`src/rtl/tt_prog_counter_pkg.sv`:
```
// Shared constants and helpers for the programmable counter.
// Latency: n/a (declarations only).
// Backpressure: n/a.
package tt_prog_counter_pkg;

    // Widest counter the block supports; term_val returns this many bits.
    localparam int MAX_W = 16;

    // End-of-range behaviour select; 2'b11 is reserved and treated as wrap.
    localparam logic [1:0] MODE_WRAP    = 2'b00;
    localparam logic [1:0] MODE_SAT     = 2'b01;
    localparam logic [1:0] MODE_ONESHOT = 2'b10;

    // Terminal value for the current direction, zero-extended to MAX_W bits:
    // all ones of the given width when counting up, zero when counting down.
    function automatic logic [MAX_W-1:0] term_val(input logic dir, input int width);
        logic [MAX_W-1:0] ones;
        ones = '1;
        return dir ? '0 : (ones >> (MAX_W - width));
    endfunction

endpackage

```
`src/rtl/tt_prog_counter_if.sv`:
```
// Control/status bundle between pin decode and the programmable counter.
// Latency: n/a (wires only).
// Backpressure: none; controls are sampled every clk, status is always valid.
//
// master drives en/dir/mode/load/load_val/presc_div/cmp_val and observes
// count/tc/match/done; slave (the counter) is the reverse.
interface tt_prog_counter_if #(
    parameter int WIDTH   = 8,
    parameter int PRESC_W = 4
);
    import tt_prog_counter_pkg::*;

    logic               en;
    logic               dir;
    logic [1:0]         mode;
    logic               load;
    logic [WIDTH-1:0]   load_val;
    logic [PRESC_W-1:0] presc_div;
    logic [WIDTH-1:0]   cmp_val;
    logic [WIDTH-1:0]   count;
    logic               tc;
    logic               match;
    logic               done;

    modport master (
        output en, dir, mode, load, load_val, presc_div, cmp_val,
        input  count, tc, match, done
    );

    modport slave (
        input  en, dir, mode, load, load_val, presc_div, cmp_val,
        output count, tc, match, done
    );

endinterface

```
`src/rtl/tt_tick_gen.sv`:
```
// Prescaler: emits one tick every div+1 enabled cycles.
// Latency: tick is combinational from the registered prescaler (same cycle).
// Backpressure: en=0 freezes the prescaler in place; clr forces it to 0.
//
// Ports: clk, rst_n (sync, active-low), en (advance), clr (restart phase),
//        div (period-1), tick (step strobe).
module tt_tick_gen #(
    parameter int PRESC_W = 4
) (
    input  logic               clk,
    input  logic               rst_n,
    input  logic               en,
    input  logic               clr,
    input  logic [PRESC_W-1:0] div,
    output logic               tick
);
    import tt_prog_counter_pkg::*;

    logic [PRESC_W-1:0] presc_q;
    logic [PRESC_W-1:0] presc_d;

    // Equality compare only: if div drops below the current phase, the
    // prescaler rolls through its maximum rather than ticking early.
    always_comb begin
        tick    = en && (presc_q == div);
        presc_d = presc_q;
        if (clr) begin
            presc_d = '0;
        end else if (tick) begin
            presc_d = '0;
        end else if (en) begin
            presc_d = presc_q + 1'b1;
        end
    end

    always_ff @(posedge clk) begin
        if (!rst_n) begin
            presc_q <= '0;
        end else begin
            presc_q <= presc_d;
        end
    end

endmodule

```
`src/rtl/tt_prog_counter.sv`:
```
// Programmable up/down counter with prescaler, load, wrap/saturate/one-shot.
// Latency: count updates on the tick edge; tc/match are registered alongside it.
// Backpressure: en=0 holds all state; load and reset act regardless of en.
//
// Ports: clk, rst_n (sync, active-low), bus (slave side of tt_prog_counter_if:
//        en, dir, mode, load, load_val, presc_div, cmp_val in;
//        count, tc, match, done out).
module tt_prog_counter #(
    parameter int WIDTH   = 8,
    parameter int PRESC_W = 4
) (
    input  logic            clk,
    input  logic            rst_n,
    tt_prog_counter_if.slave bus
);
    import tt_prog_counter_pkg::*;

    logic [WIDTH-1:0] count_q, count_d;
    logic             tc_q, tc_d;
    logic             match_q, match_d;
    logic             done_q, done_d;

    logic             tick;
    logic             at_t;
    logic [WIDTH-1:0] step_val;
    logic [WIDTH-1:0] wrap_val;

    // A finished one-shot stops the prescaler so no further ticks (and no
    // repeated tc) are produced until a load restarts it.
    tt_tick_gen #(
        .PRESC_W (PRESC_W)
    ) u_tick_gen (
        .clk   (clk),
        .rst_n (rst_n),
        .en    (bus.en && !done_q),
        .clr   (bus.load),
        .div   (bus.presc_div),
        .tick  (tick)
    );

    assign at_t     = (MAX_W'(count_q) == term_val(bus.dir, WIDTH));
    assign step_val = bus.dir ? (count_q - 1'b1) : (count_q + 1'b1);
    // Wrap lands on the opposite end of the range: ~T.
    assign wrap_val = bus.dir ? '1 : '0;

    always_comb begin
        count_d = count_q;
        done_d  = done_q;
        tc_d    = 1'b0;
        match_d = 1'b0;
        if (bus.load) begin
            count_d = bus.load_val;
            done_d  = 1'b0;
            match_d = (bus.load_val == bus.cmp_val);
        end else if (tick) begin
            if (!at_t) begin
                count_d = step_val;
                match_d = (step_val == bus.cmp_val);
            end else begin
                tc_d = 1'b1;
                case (bus.mode)
                    MODE_SAT: begin
                        count_d = count_q;
                    end
                    MODE_ONESHOT: begin
                        count_d = count_q;
                        done_d  = 1'b1;
                    end
                    default: begin
                        count_d = wrap_val;
                        match_d = (wrap_val == bus.cmp_val);
                    end
                endcase
            end
        end
    end

    always_ff @(posedge clk) begin
        if (!rst_n) begin
            count_q <= '0;
            tc_q    <= 1'b0;
            match_q <= 1'b0;
            done_q  <= 1'b0;
        end else begin
            count_q <= count_d;
            tc_q    <= tc_d;
            match_q <= match_d;
            done_q  <= done_d;
        end
    end

    assign bus.count = count_q;
    assign bus.tc    = tc_q;
    assign bus.match = match_q;
    assign bus.done  = done_q;

endmodule

```
`src/flat_wrapper.sv`:
```
// flat-port wrapper written by rule: the top's interface ports become plain ports
module tt_prog_counter_flat import tt_prog_counter_pkg::*;
#(
    parameter int WIDTH   = 8,
    parameter int PRESC_W = 4
)
  (clk, rst_n, bus_en, bus_dir, bus_mode, bus_load, bus_load_val, bus_presc_div, bus_cmp_val, bus_count, bus_tc, bus_match, bus_done);
  tt_prog_counter_if #(.WIDTH(WIDTH), .PRESC_W(PRESC_W)) bus_i ();
  input  logic clk;
  input  logic rst_n;
  input wire logic [$bits(bus_i.en)-1:0] bus_en;
  input wire logic [$bits(bus_i.dir)-1:0] bus_dir;
  input wire logic [$bits(bus_i.mode)-1:0] bus_mode;
  input wire logic [$bits(bus_i.load)-1:0] bus_load;
  input wire logic [$bits(bus_i.load_val)-1:0] bus_load_val;
  input wire logic [$bits(bus_i.presc_div)-1:0] bus_presc_div;
  input wire logic [$bits(bus_i.cmp_val)-1:0] bus_cmp_val;
  output wire logic [$bits(bus_i.count)-1:0] bus_count;
  output wire logic [$bits(bus_i.tc)-1:0] bus_tc;
  output wire logic [$bits(bus_i.match)-1:0] bus_match;
  output wire logic [$bits(bus_i.done)-1:0] bus_done;
  assign bus_i.en = bus_en;
  assign bus_i.dir = bus_dir;
  assign bus_i.mode = bus_mode;
  assign bus_i.load = bus_load;
  assign bus_i.load_val = bus_load_val;
  assign bus_i.presc_div = bus_presc_div;
  assign bus_i.cmp_val = bus_cmp_val;
  assign bus_count = bus_i.count;
  assign bus_tc = bus_i.tc;
  assign bus_match = bus_i.match;
  assign bus_done = bus_i.done;
  tt_prog_counter #(.WIDTH(WIDTH), .PRESC_W(PRESC_W)) u_core (.clk(clk), .rst_n(rst_n), .bus(bus_i));
endmodule
```
`config.mk`:
```
export PLATFORM = sky130hd
export DESIGN_NAME = tt_prog_counter_flat
export DESIGN_NICKNAME = d
export VERILOG_FILES = /design/src/rtl/tt_prog_counter_pkg.sv /design/src/rtl/tt_prog_counter_if.sv /design/src/rtl/tt_tick_gen.sv /design/src/rtl/tt_prog_counter.sv /design/src/flat_wrapper.sv
export SDC_FILE = /design/constraint.sdc
export NUM_CORES = 1
export LEC_CHECK = 0
export CAP_MARGIN = 25
export CELL_PAD_IN_SITES_DETAIL_PLACEMENT = 0
export CELL_PAD_IN_SITES_GLOBAL_PLACEMENT = 1
export CORE_MARGIN = 2
export CORE_UTILIZATION = 42
export DETAILED_ROUTE_END_ITERATION = 8
export DONT_BUFFER_PORTS = 1
export GPL_ROUTABILITY_DRIVEN = 0
export MAX_ROUTING_LAYER = met4
export PLACE_DENSITY_LB_ADDON = 0.3
export SLEW_MARGIN = 10
export SYNTH_ARGS = -nofsm -noshare
export SYNTH_HDL_FRONTEND = slang
export SYNTH_SLANG_ARGS = --single-unit
```
`constraint.sdc`:
```
create_clock -name clk -period 2.1 [get_ports clk]
set_input_delay 0.42 -clock clk [delete_from_list [all_inputs] [get_ports clk]]
set_output_delay 0.42 -clock clk [all_outputs]
set_load 0.02 [all_outputs]
```
Word level (Yosys, flattened, before mapping)
Index checks and enable logic that the tools add are counted.
Storage, ports and cells
  logic and storage cells: 40
  input port bits: 27
  register bits after elaboration: 15
Operators by class
  equality and inequality tests: 8
  reduce and logical (&&, ||, !) cells: 10
  $add $sub $neg: 3
  muxes and demuxes: 12
  bitwise gates (word level): 2
Operator list (number)
  two-way mux 8 bit: 7
  == test 8 bit: 3
  == test 8 x 16 -> 1 bit: 1
  adder 8 x 1 -> 8 bit, second input constant: 1
  subtractor 8 x 1 -> 8 bit, second input constant: 1
  OR reduction 3 bit: 2
  two-way mux 1 bit: 5
  adder 4 x 1 -> 4 bit, second input constant: 1
  == test 4 bit: 1
  OR reduction 2 bit: 2
  inequality test 3 bit, second input constant: 1
  AND reduction 3 bit: 1
  == test 2 x 1 -> 1 bit, second input constant: 1
  == test 2 bit, second input constant: 1
  logical AND 1 bit: 2
  NOT 1 bit: 2
  AND reduction 2 bit: 1
  nonzero test 2 bit: 1
  zero test 1 bit: 1

Logic depth before layout (Yosys ltp)
Gate-level depths: netlist of the first run.
  depth after elaboration: 6
  mapped depth: 8

Modules after synthesis
From an unflattened synthesis of the first run, not the netlist that was laid out.
Second synthesis, totals
  cells, all modules: 173
  area total of the unflattened synthesis: 1448.9 um^2
By module, submodules not included
  tt_prog_counter: cells an instance 142, instances 1, area an instance 1174.9 um^2, seq. area each 220.2 um^2
  tt_tick_gen: cells an instance 31, instances 1, area an instance 274.0 um^2, seq. area each 80.1 um^2

Least setup slack after synthesis of the first run
OpenSTA, ideal clock, no wires.
  path kind: register to register
  from: reg u_core.count_q[0], in the netlist u_core.bus.count[0]
  to: reg u_core.match_q, in the netlist u_core.bus.match
  path slack: -0.190 ns
  stages on the path, launching flop included: 8
  data arrival time: 2.208 ns
  setup time: 0.083 ns
  path buffers: 0
  required time: 2.017 ns
  path through: dfxtp_1 -> fa_1 -> xor2_1 -> a211o_1 -> a211o_1 -> nor4_1 -> o2111ai_1 -> o221ai_1
Between the ends
  word-level cells in the longest chain between the ends: 6
Ends and longest elaborated chain
  from (decl): RTL line tt_prog_counter.sv:18  | logic [WIDTH-1:0] count_q, count_d;
  from (signal assigned): RTL line tt_prog_counter.sv:85  | count_q <= count_d;
  adder 8 x 1 -> 8 bit / subtractor 8 x 1 -> 8 bit (equally long branches): RTL line tt_prog_counter.sv:42  | assign step_val = bus.dir ? (count_q - 1'b1) : (count_q + 1'b1);
  two-way mux 8 bit: RTL line tt_prog_counter.sv:42
  == test 8 bit: RTL line tt_prog_counter.sv:58  | match_d = (step_val == bus.cmp_val);
  two-way mux 1 bit *: RTL line tt_prog_counter.sv:56  | if (!at_t) begin
  two-way mux 1 bit *: RTL line tt_prog_counter.sv:55  | end else if (tick) begin
  two-way mux 1 bit *: RTL line tt_prog_counter.sv:51  | if (bus.load) begin
  to (signal assigned): RTL line tt_prog_counter.sv:87  | match_q <= match_d;
  to (decl): RTL line tt_prog_counter.sv:20  | logic match_q, match_d;
Every way passes the cells marked *; elsewhere a longest branch is shown, timed or not.
A chain may end at the register's enable or synchronous reset.

Final worst setup path of the first run
Same ends and word-level chain as after synthesis.

==> qor.txt, run 1 <==
fraction of layout cells with a size suffix above 1: 27.42%
headroom to the max-slew limit: 73.74%
vias per inst: 5.677
list of most frequent post-synthesis cells: dfxtp_1, xnor2_1, xor2_1
Core ar.: 3284 sq um
sequential share of the synthesized area: 21.37%
RSZ-0062 raised after global routing: true
Max Clk Rate: 461.7 MHz
htree depth: 1
synthesized cell area: 1405 sq um
Post-synth ARST share: 0%
worst vdd ir: 0.2534 mV
Net Count, Synth: 196
Clk Latency, worst-skew pair: 280 ps
die width: 61.84 microns
CTS tree: yes
DRT iter0 DRCs: 109
Worst Path Max Fanout: 2
Post-synth top flop: dfxtp_1
post-synthesis register bit count: 15
post-synth top area share: 21.37%
Final Routed Wirelength: 4016 microns
GR peak layer: met2
Syn Inst Count: 160
CTS root buf: clkbuf_4
Port Buffers: 0
final net count: 223
post-route cell area: 1745 sq um
status: finished with violations
crit end category: register
met2 Resource Use GR: 40.60%
Seq pwr share: 36.5%
die area: 3824 sq um
Post-synth EDFFs: 0
TNS Setup: -66.06 ps
Clock Power Share: 19.2%
Netlist cell types: 47
Synth Warn #: 0
worst-path cell chain: fa_2, xor2_1, a211o_1, a211o_1, nor4_2, o2111ai_1, o221ai_1
crit path max-delay cell type: fa_2
min Tclk post-route: 2166 ps
total power: 849.8 uW
row count: 21
post-synth top area cell: dfxtp_1
WS Path Type: reg -> reg
Max stage delay on crit path: 590 ps
HPWL Detailed: 3385 microns
CTS max path bufs: 2
Pleak: 0.0007304 uW
Worst Hold Class: in -> reg
Die Height: 61.84 microns
failing checks: negative setup slack
Hold Vio Cnt, Final: 0
met1 Usage GRT: 27.02%
io pins: 38
Req. time, crit path: 2300 ps
final critical-path share of the clock period: 103.1%
largest net degree at the start of global routing: 16
Synth area leaders: dfxtp_1, xnor2_1, xor2_1
total internal power: 567.5 uW
Worst-Margin Slew: 391.8 ps
antenna cells: 0
clk slew on worst S/H paths: 90 ps
CP dominant cell by count: a211o_1
sw frac: 33.22%
Area Overhead vs Synth: 24.22%
Worst Setup Start Kind: register
Final Core Density: 53.14%
met3 usage: 2.899%
final setup fails: 1
worst-case clock skew: 4.945 ps
Vias: 1,317
global-route wire length before repair: 6189 microns
dpl cell area: 1669 sq um
Pwr per Cell Area: 486.9 nW/um^2
NetSw: 282.3 uW
Final WS setup: -66.06 ps
initial antenna violation count: 0
number of global-route vias before repair: 1,290
syn avg cell area: 8.782 sq um
Initial Util: 42.78%
Max Cap Viol: 0
TritonRoute pass-1 iters: 4
Comb pwr share: 44.3%
crit path DAT: 2370 ps
DRC: 0
final-report max-slew violation count: 0
total CTS buffers: 3
routed length per instance: 17.31 microns
All-Layer GR Usage: 23.31%
antenna-violating nets left: 0
# clock sinks: 15
Remaining Overflow, GRT: 0
layer usage:
layer	routed length, microns	vias to the layer above
li1	-	644
met5	0	-
met2	2028	51
met3	311	8
met1	1601	614
met4	75	0
cell families after synthesis:
logic type	share of synthesized area (%)
buffers and inverters	4.897
muxes	2.939
and+or+nand+nor	19.23
DFF	21.37
xor gates and xnor gates	21.73
adders and majority gates	8.549
AOI/OAI and AO/OA	21.28
layout make-up:
class / instances / area, sq um
clock buffers: 3 / 22.52
repair buffers: 27 / 202.7
inverters: 6 / 22.52
fillers: 320 / 1539
well taps: 46 / 57.56
flip-flops and latches: 15 / 310.3
multi-input cells: 134 / 1125
clock inverters: 1 / 5.005
final timing paths:
path                            cells past startpoint  slack (ps)                      endpoint                         start
worst min register to register                      2         560  u_core.u_tick_gen.presc_q[3]  u_core.u_tick_gen.presc_q[3]
worst max-delay path                                7         -70              u_core.bus.match           u_core.bus.count[0]
worst max register to register                      7         -70              u_core.bus.match           u_core.bus.count[0]
worst min-delay path                                1         250           u_core.bus.count[0]                         rst_n
sequential cells by signal (all words and copies together), names as in the netlist:
register	flops
u_core.bus.count	8
u_core.bus.done	1
u_core.bus.match	1
u_core.bus.tc	1
u_core.u_tick_gen.presc_q	4
power by group through the flow:
| stage | Combinational (uW) | Clock (uW) | Sequential (uW) |
|---|---|---|---|
| 2_1_floorplan | 244 | 0 | 333 |
| 3_3_place_gp | 352 | 0 | 317 |
| 3_5_place_dp | 356 | 0 | 317 |
| 4_1_cts | 370 | 170 | 310 |
| 5_1_grt | 408 | 185 | 312 |
| 6_report | 377 | 163 | 310 |
critical path, delay by kind of cell (launching register included):
family,cells,cell delay [ps]
AOI/OAI and AO/OA,4,820
xor gates and xnor gates,1,70
DFF,1,360
and+or+nand+nor,1,250
adders and majority gates,1,590
stage by stage:
| step | hold WS [ps] | instances | worst slack [ps] |
|---|---|---|---|
| floorplan | 498.4 | 160 | 6.168 |
| global placement | 522.9 | 227 | -105.3 |
| detailed placement | 537.9 | 227 | -128.1 |
| CTS | 249.7 | 232 | -63.03 |
| global route | 236.0 | 232 | -120.6 |
| finish | 254.7 | 232 | -66.06 |
layout by cell type (no fill, tap or decap), drive strengths merged, types with 2 or more instances in the layout:
master  netlist  final
a221oi        3      3
a211oi        2      2
mux2i         3      3
xnor3         2      2
nand2        10     10
a21o          3      3
nor4          5      5
xnor2        15     15
inv           6      6
a211o         3      3
nor3          3      3
clkbuf        1      3
a21oi         9      9
o2111a        3      3
and3          2      2
nand4         7      7
ha            8      8
xor2         12     12
o21ai         9      9
dfxtp        15     15
nor2         10     10
nand2b        5      5
nand3         4      4
buf           3     27
timing repair:
item	4_1_cts	5_1_grt
hold buffers	0	0
pin swaps	7	0
setup endpoints to repair	1	6
buffers inserted	1	0
resized for setup	3	4
hold endpoints to repair	0	0
(Power assumes the default switching activity.)
==> run 2, diff against run 1 <==
Settings changed: CORE_UTILIZATION 42 to 46.
Clock period 2.1 ns to 2.4 ns, I/O delays scaled along.
==> run 2 against run 1 <==
Worst hold slack improved by 8.6 ps; final cell count down 11%; the run now ends clean; global-route usage is 0.26 points higher; highest routed layer unchanged; critical path depth unchanged; setup slack gained 230 ps; register-to-register slack better by 230 ps; count of clock-buffer cells in the layout grew 1; die area decreased by 8.1%; combinational power decreased by 25%; routed wire length is 3.3% lower.
==> qor.txt, run 2 (same netlist as run 1, synthesis figures left out) <==
status: finished clean
Initial Util: 47.18% (+4.4 points)
CTS tree: yes
Multi-input gate area: 1049 sq um (-6.8%)
row count: 20 (-4.8%)
Die Height: 59.27 microns (-4.2%)
min Tclk post-route: 2231 ps (+65.17 ps)
final critical-path share of the clock period: 92.97% (-10 points)
DRC: 0 (unchanged)
Reg2Reg Depth: 7 (unchanged)
crit end category: register
TNS Setup: 0 ps (+66.06 ps)
CTS max path bufs: 2 (unchanged)
Clk Latency, worst-skew pair: 290 ps (about the same)
final net count: 211 (-5.4%)
htree depth: 1 (unchanged)
TritonRoute pass-1 iters: 4 (unchanged)
DR WL met2: 1937 microns (-4.5%)
# clock sinks: 15 (unchanged)
Worst-Margin Slew: 351.7 ps (-40.12 ps)
DRT iter0 DRCs: 47 (-57%)
routed length per instance: 18.77 microns (+8.4%)
DR top layer: met4
total power: 709.3 uW (-17%)
Port Buffers: 0 (unchanged)
met1 wire length: 1707 microns (+6.6%)
fillcell total: 291 (-9.1%)
Area Overhead vs Synth: 10.51%
final setup fails: 0 (-1)
RSZ-0062 raised after global routing: false
dpl cell area: 1513 sq um (-9.4%)
worst-case clock skew: 2.489 ps (-2.457 ps)
Max Cap Viol: 0 (unchanged)
worst-path cell chain: fa_1, xor2_1, a211o_1, a211o_1, nor4_2, o2111ai_1, o221ai_1
Hold Vio Cnt, Final: 0 (unchanged)
Worst Setup Start Kind: register
final-report max-slew violation count: 0 (unchanged)
hold depth: 1 (unchanged)
Final Routed Wirelength: 3885 microns (-3.3%)
Max Clk Rate: 448.2 MHz (-2.9%)
initial antenna violation count: 0 (unchanged)
All-Layer GR Usage: 23.58% (+0.26 points)
Pleak: 0.0006606 uW (-9.6%)
max FFs per register: 8 (unchanged)
Remaining Overflow, GRT: 0 (unchanged)
global-route wire length before repair: 5961 microns (-3.7%)
Core ar.: 2978 sq um (-9.3%)
Vias: 1,292 (-1.9%)
fraction of layout cells with a size suffix above 1: 15.52% (-12 points)
number of global-route vias before repair: 1,241 (-3.8%)
most frequent cells in the layout: xnor2_1, buf_4, dfxtp_1
Max stage delay on crit path: 530 ps (-60 ps)
die width: 59.27 microns (-4.2%)
Buf+Inv Stages, Crit Path: 0 (unchanged)
HPWL Detailed: 3098 microns (-8.5%)
met3 wire length: 182 microns (-41%)
critical path depth: 7 (unchanged)
setup bufs post-CTS: 0 (-1)
worst vdd ir: 0.2732 mV (+7.8%)
post-route cell area: 1553 sq um (-11%)
die area: 3513 sq um (-8.1%)
WS Path Type: reg -> reg
Worst Path Max Fanout: 2 (unchanged)
headroom to the max-slew limit: 76.31% (+2.6 points)
clk slew on worst S/H paths: 100 ps (about the same)
Pwr per Cell Area: 456.8 nW/um^2 (-6.2%)
total CTS buffers: 3 (unchanged)
Final WS setup: 168.8 ps (+234.8 ps)
largest net degree at the start of global routing: 16 (unchanged)
crit path max-delay cell type: fa_1
dpl ws: 32.82 ps (+160.9 ps)
antenna-violating nets left: 0 (unchanged)
crit path DAT: 2450 ps (+80 ps)
CTS root buf: clkbuf_4
Final Core Density: 52.14% (-1.0 points)
Req. time, crit path: 2620 ps (+320 ps)
Worst Hold Class: in -> reg
hold buffers post-CTS: 0 (unchanged)
FF/Latch Area: 301.5 sq um (-2.8%)
Crit path max-delay family: compound AO/OA/AOI/OAI gates
CP dominant cell by count: a211o_1
io pins: 38 (unchanged)
vias per inst: 6.242 (+9.9%)
antenna cells: 0 (unchanged)
run 2: changes by cell type in the layout (fill, tap and decap cells not counted), moves of 2 or more:
cell,previous run,this run
dfxtp_1,11,14
ha_4,2,0
buf_4,27,15
dfxtp_4,2,0
ha_1,6,8
run 2: final cells by class:
cell class | count | share of cell area, %
well taps | 33 | 2.659
inverters | 6 | 1.450
clock buffers | 4 | 1.692
flip-flops and latches | 15 | 19.42
repair buffers | 15 | 7.252
multi-input cells | 134 | 67.53
run 2: worst reg2reg max path, delay by kind of cell (launching register included):
family / cells / cell delay (ps)
compound gates: 4 / 840
fa+ha+maj: 1 / 530
flops: 1 / 350
simple gates: 1 / 260
xor+xnor: 1 / 180
run 2: final timing paths:
| check | from | to | slack [ps] |
|---|---|---|---|
| max | u_core.bus.count[0] | u_core.bus.match | 170 |
| min | bus_load | u_core.bus.tc | 260 |
| max reg2reg | u_core.bus.count[0] | u_core.bus.match | 170 |
| min reg2reg | u_core.u_tick_gen.presc_q[3] | u_core.u_tick_gen.presc_q[3] | 560 |
run 2: stage by stage:
stage          std cells  hold slack [ps]
2_1_floorplan        160            498.4
3_3_place_gp         203            520.3
3_5_place_dp         203            536.2
4_1_cts              207            264.1
5_1_grt              207            261.3
6_report             207            263.3
run 2: power by group:
part           total, uW  internal, uW  switching [uW]
clock                157          64.7            92.8
combinational        282           139             143
sequential           270           260            9.21
run 2: routing by layer:
layer / up-vias / global-route usage (%)
met3: 6 / 3.712
met4: 0 / 8.117
met5: - / -
met1: 634 / 28.96
met2: 27 / 39.09
li1: 625 / -
run 2: what timing repair did:
action / in CTS / in global routing
gates resized for setup: 0 / 3
endpoints found under the hold margin: 0 / 0
endpoints found under the setup margin: 0 / 1
==> run 3, diff against run 2 <==
Settings changed: CAP_MARGIN 25 to 20, REMOVE_ABC_BUFFERS set to 1.
Clock period 2.4 ns to 2.1 ns, I/O delays scaled along.
==> run 3 against run 2 <==
Die area did not move; combinational power grew 36%; global-route usage rose by 2.7 points; final cell count rose by 9.7%; via count rose by 5.9%; total power grew 24%; highest routed layer unchanged; largest cell class unchanged.
==> qor.txt, run 3 (same netlist as run 1, synthesis figures left out) <==
WS Path Type: reg -> reg
clk slew on worst S/H paths: 100 ps (about the same)
htree depth: 1 (unchanged)
status: finished clean
antenna-violating nets left: 0 (unchanged)
Core ar.: 2978 sq um (unchanged)
Remaining Overflow, GRT: 0 (unchanged)
total internal power: 573.6 uW (+24%)
CTS root buf: clkbuf_4
final cell count without fillers: 227 (+9.7%)
Req. time, crit path: 2320 ps (-300 ps)
headroom to the max-slew limit: 73.43% (-2.9 points)
final net count: 231 (+9.5%)
Hold Startpoint: rst_n
most frequent cells in the layout: buf_4, xnor2_1, xor2_1, dfxtp_1
Die Height: 59.27 microns (unchanged)
RR Endpoint: u_core.bus.match
Clk Latency, worst-skew pair: 300 ps (about the same)
fraction of layout cells with a size suffix above 1: 30.41% (+15 points)
antenna cells: 0 (unchanged)
final setup fails: 0 (unchanged)
Initial Util: 47.18% (unchanged)
Worst Hold Class: in -> reg
TNS Setup: 0 ps (unchanged)
Clock Power Share: 20.9% (-1.3 points)
Vias: 1,368 (+5.9%)
fillcell total: 266 (-8.6%)
most common cell after layout, fill and taps aside: buf_4
row count: 20 (unchanged)
final critical-path share of the clock period: 98.67% (+5.7 points)
TritonRoute pass-1 iters: 4 (unchanged)
global-route wire length before repair: 6679 microns (+12%)
RR Startpoint: u_core.bus.count[1]
Max Clk Rate: 482.6 MHz (+7.7%)
hold buffers post-CTS: 0 (unchanged)
crit end category: register
die area: 3513 sq um (unchanged)
Area Overhead vs Synth: 24.93%
vias per inst: 6.026 (-3.4%)
crit path DAT: 2290 ps (-160 ps)
CTS max path bufs: 2 (unchanged)
largest net degree at the start of global routing: 16 (unchanged)
io pins: 38 (unchanged)
total CTS buffers: 3 (unchanged)
die width: 59.27 microns (unchanged)
Worst Path Max Fanout: 4 (+2)
number of global-route vias before repair: 1,409 (+14%)
worst vdd ir: 0.2938 mV (+7.6%)
RSZ-0062 raised after global routing: true
max FFs per register: 8 (unchanged)
sw frac: 34.60% (about the same)
crit path to: u_core.bus.match
dpl ws: -166.7 ps (-199.5 ps)
DRT iter0 DRCs: 72 (+53%)
Pwr per Cell Area: 499.6 nW/um^2 (+9.4%)
HPWL Detailed: 3322 microns (+7.2%)
Worst Setup Start Kind: register
initial antenna violation count: 0 (unchanged)
reg2reg setup slack: 30 ps (-140 ps)
final-report max-slew violation count: 0 (unchanged)
# clock sinks: 15 (unchanged)
worst-case clock skew: 4.395 ps (+1.906 ps)
Seq pwr share: 35.4% (-2.6 points)
Reg2Reg Depth: 7 (unchanged)
Comb pwr share: 43.8% (+4.0 points)
CTS tree: yes
min Tclk post-route: 2072 ps (-159.1 ps)
NetSw: 303.4 uW (+24%)
Worst-Margin Slew: 394.9 ps (+43.19 ps)
DRC: 0 (unchanged)
Final WS setup: 27.90 ps (-140.9 ps)
Critical Path Start: u_core.bus.count[1]
Final Routed Wirelength: 4152 microns (+6.9%)
Cells after DPL: 222 (+9.4%)
Port Buffers: 0 (unchanged)
Pleak: 0.0007541 uW (+14%)
Hold Vio Cnt, Final: 0 (unchanged)
Max Cap Viol: 0 (unchanged)
All-Layer GR Usage: 26.23% (+2.7 points)
routed length per instance: 18.29 microns (-2.5%)
-- run 3: worst min-delay path by stage --
stage / to / slack [ps] / depth (start not counted)
floorplan: u_core.u_tick_gen.presc_q[3] / 500 / 2
global placement: u_core.u_tick_gen.presc_q[3] / 510 / 2
detailed placement: u_core.u_tick_gen.presc_q[3] / 540 / 2
global route: u_core.bus.count[1] / 240 / 1
CTS: u_core.bus.count[1] / 240 / 1
finish: u_core.bus.count[1] / 240 / 1
-- run 3: timing repair --
action                                  CTS  global route
pin swaps                                 7             0
setup buffers                             1             0
endpoints found under the setup margin    2             4
resized for setup                         9             7
cloned                                    0             0
-- run 3: area by class of cell --
class	count	area, sq um	share of cell area (%)
timing repair buffer	35	262.8	14.97
clock inverter	1	5.005	0.2851
sequential	15	304.0	17.32
inverter	6	22.52	1.283
multi-input combinational	134	1097	62.51
clock buffer	3	22.52	1.283
tap	33	41.29	2.352
-- run 3: routing by layer --
layer  up-vias  GRT usage [%]  part of all wire [%]
met5         -              -                     0
met4         0          8.117                   1.7
met3         8          5.240                   9.1
met2        55          38.93                    44
met1       644          35.80                    46
li1        661              -                     -
-- run 3: worst max-delay path: stages (launching register included) --
cell	delay [ps]
dfxtp_2	360
fa_2	360
a21o_1	170
a221oi_2	270
xnor3_1	270
nor4_2	250
o2111ai_1	140
o221ai_1	170
-- run 3: power by group through the flow --
stage | clock network (uW) | registers [uW] | logic (uW)
2_1_floorplan | 0 | 331 | 214
3_3_place_gp | 0 | 315 | 351
3_5_place_dp | 0 | 315 | 355
4_1_cts | 186 | 310 | 369
5_1_grt | 194 | 312 | 420
6_report | 183 | 310 | 384
-- run 3: per-stage QoR --
stage,total power (uW),area (sq um),hold WS [ps],util (%)
2_1_floorplan,544.5,1359,498.4,-
3_3_place_gp,666.0,1655,514.9,55.59
5_1_grt,925.8,1755,236.1,58.95
6_report,877.0,1755,243.0,58.95
4_1_cts,865.1,1722,240.1,57.82
3_5_place_dp,670.1,1655,536.0,55.59
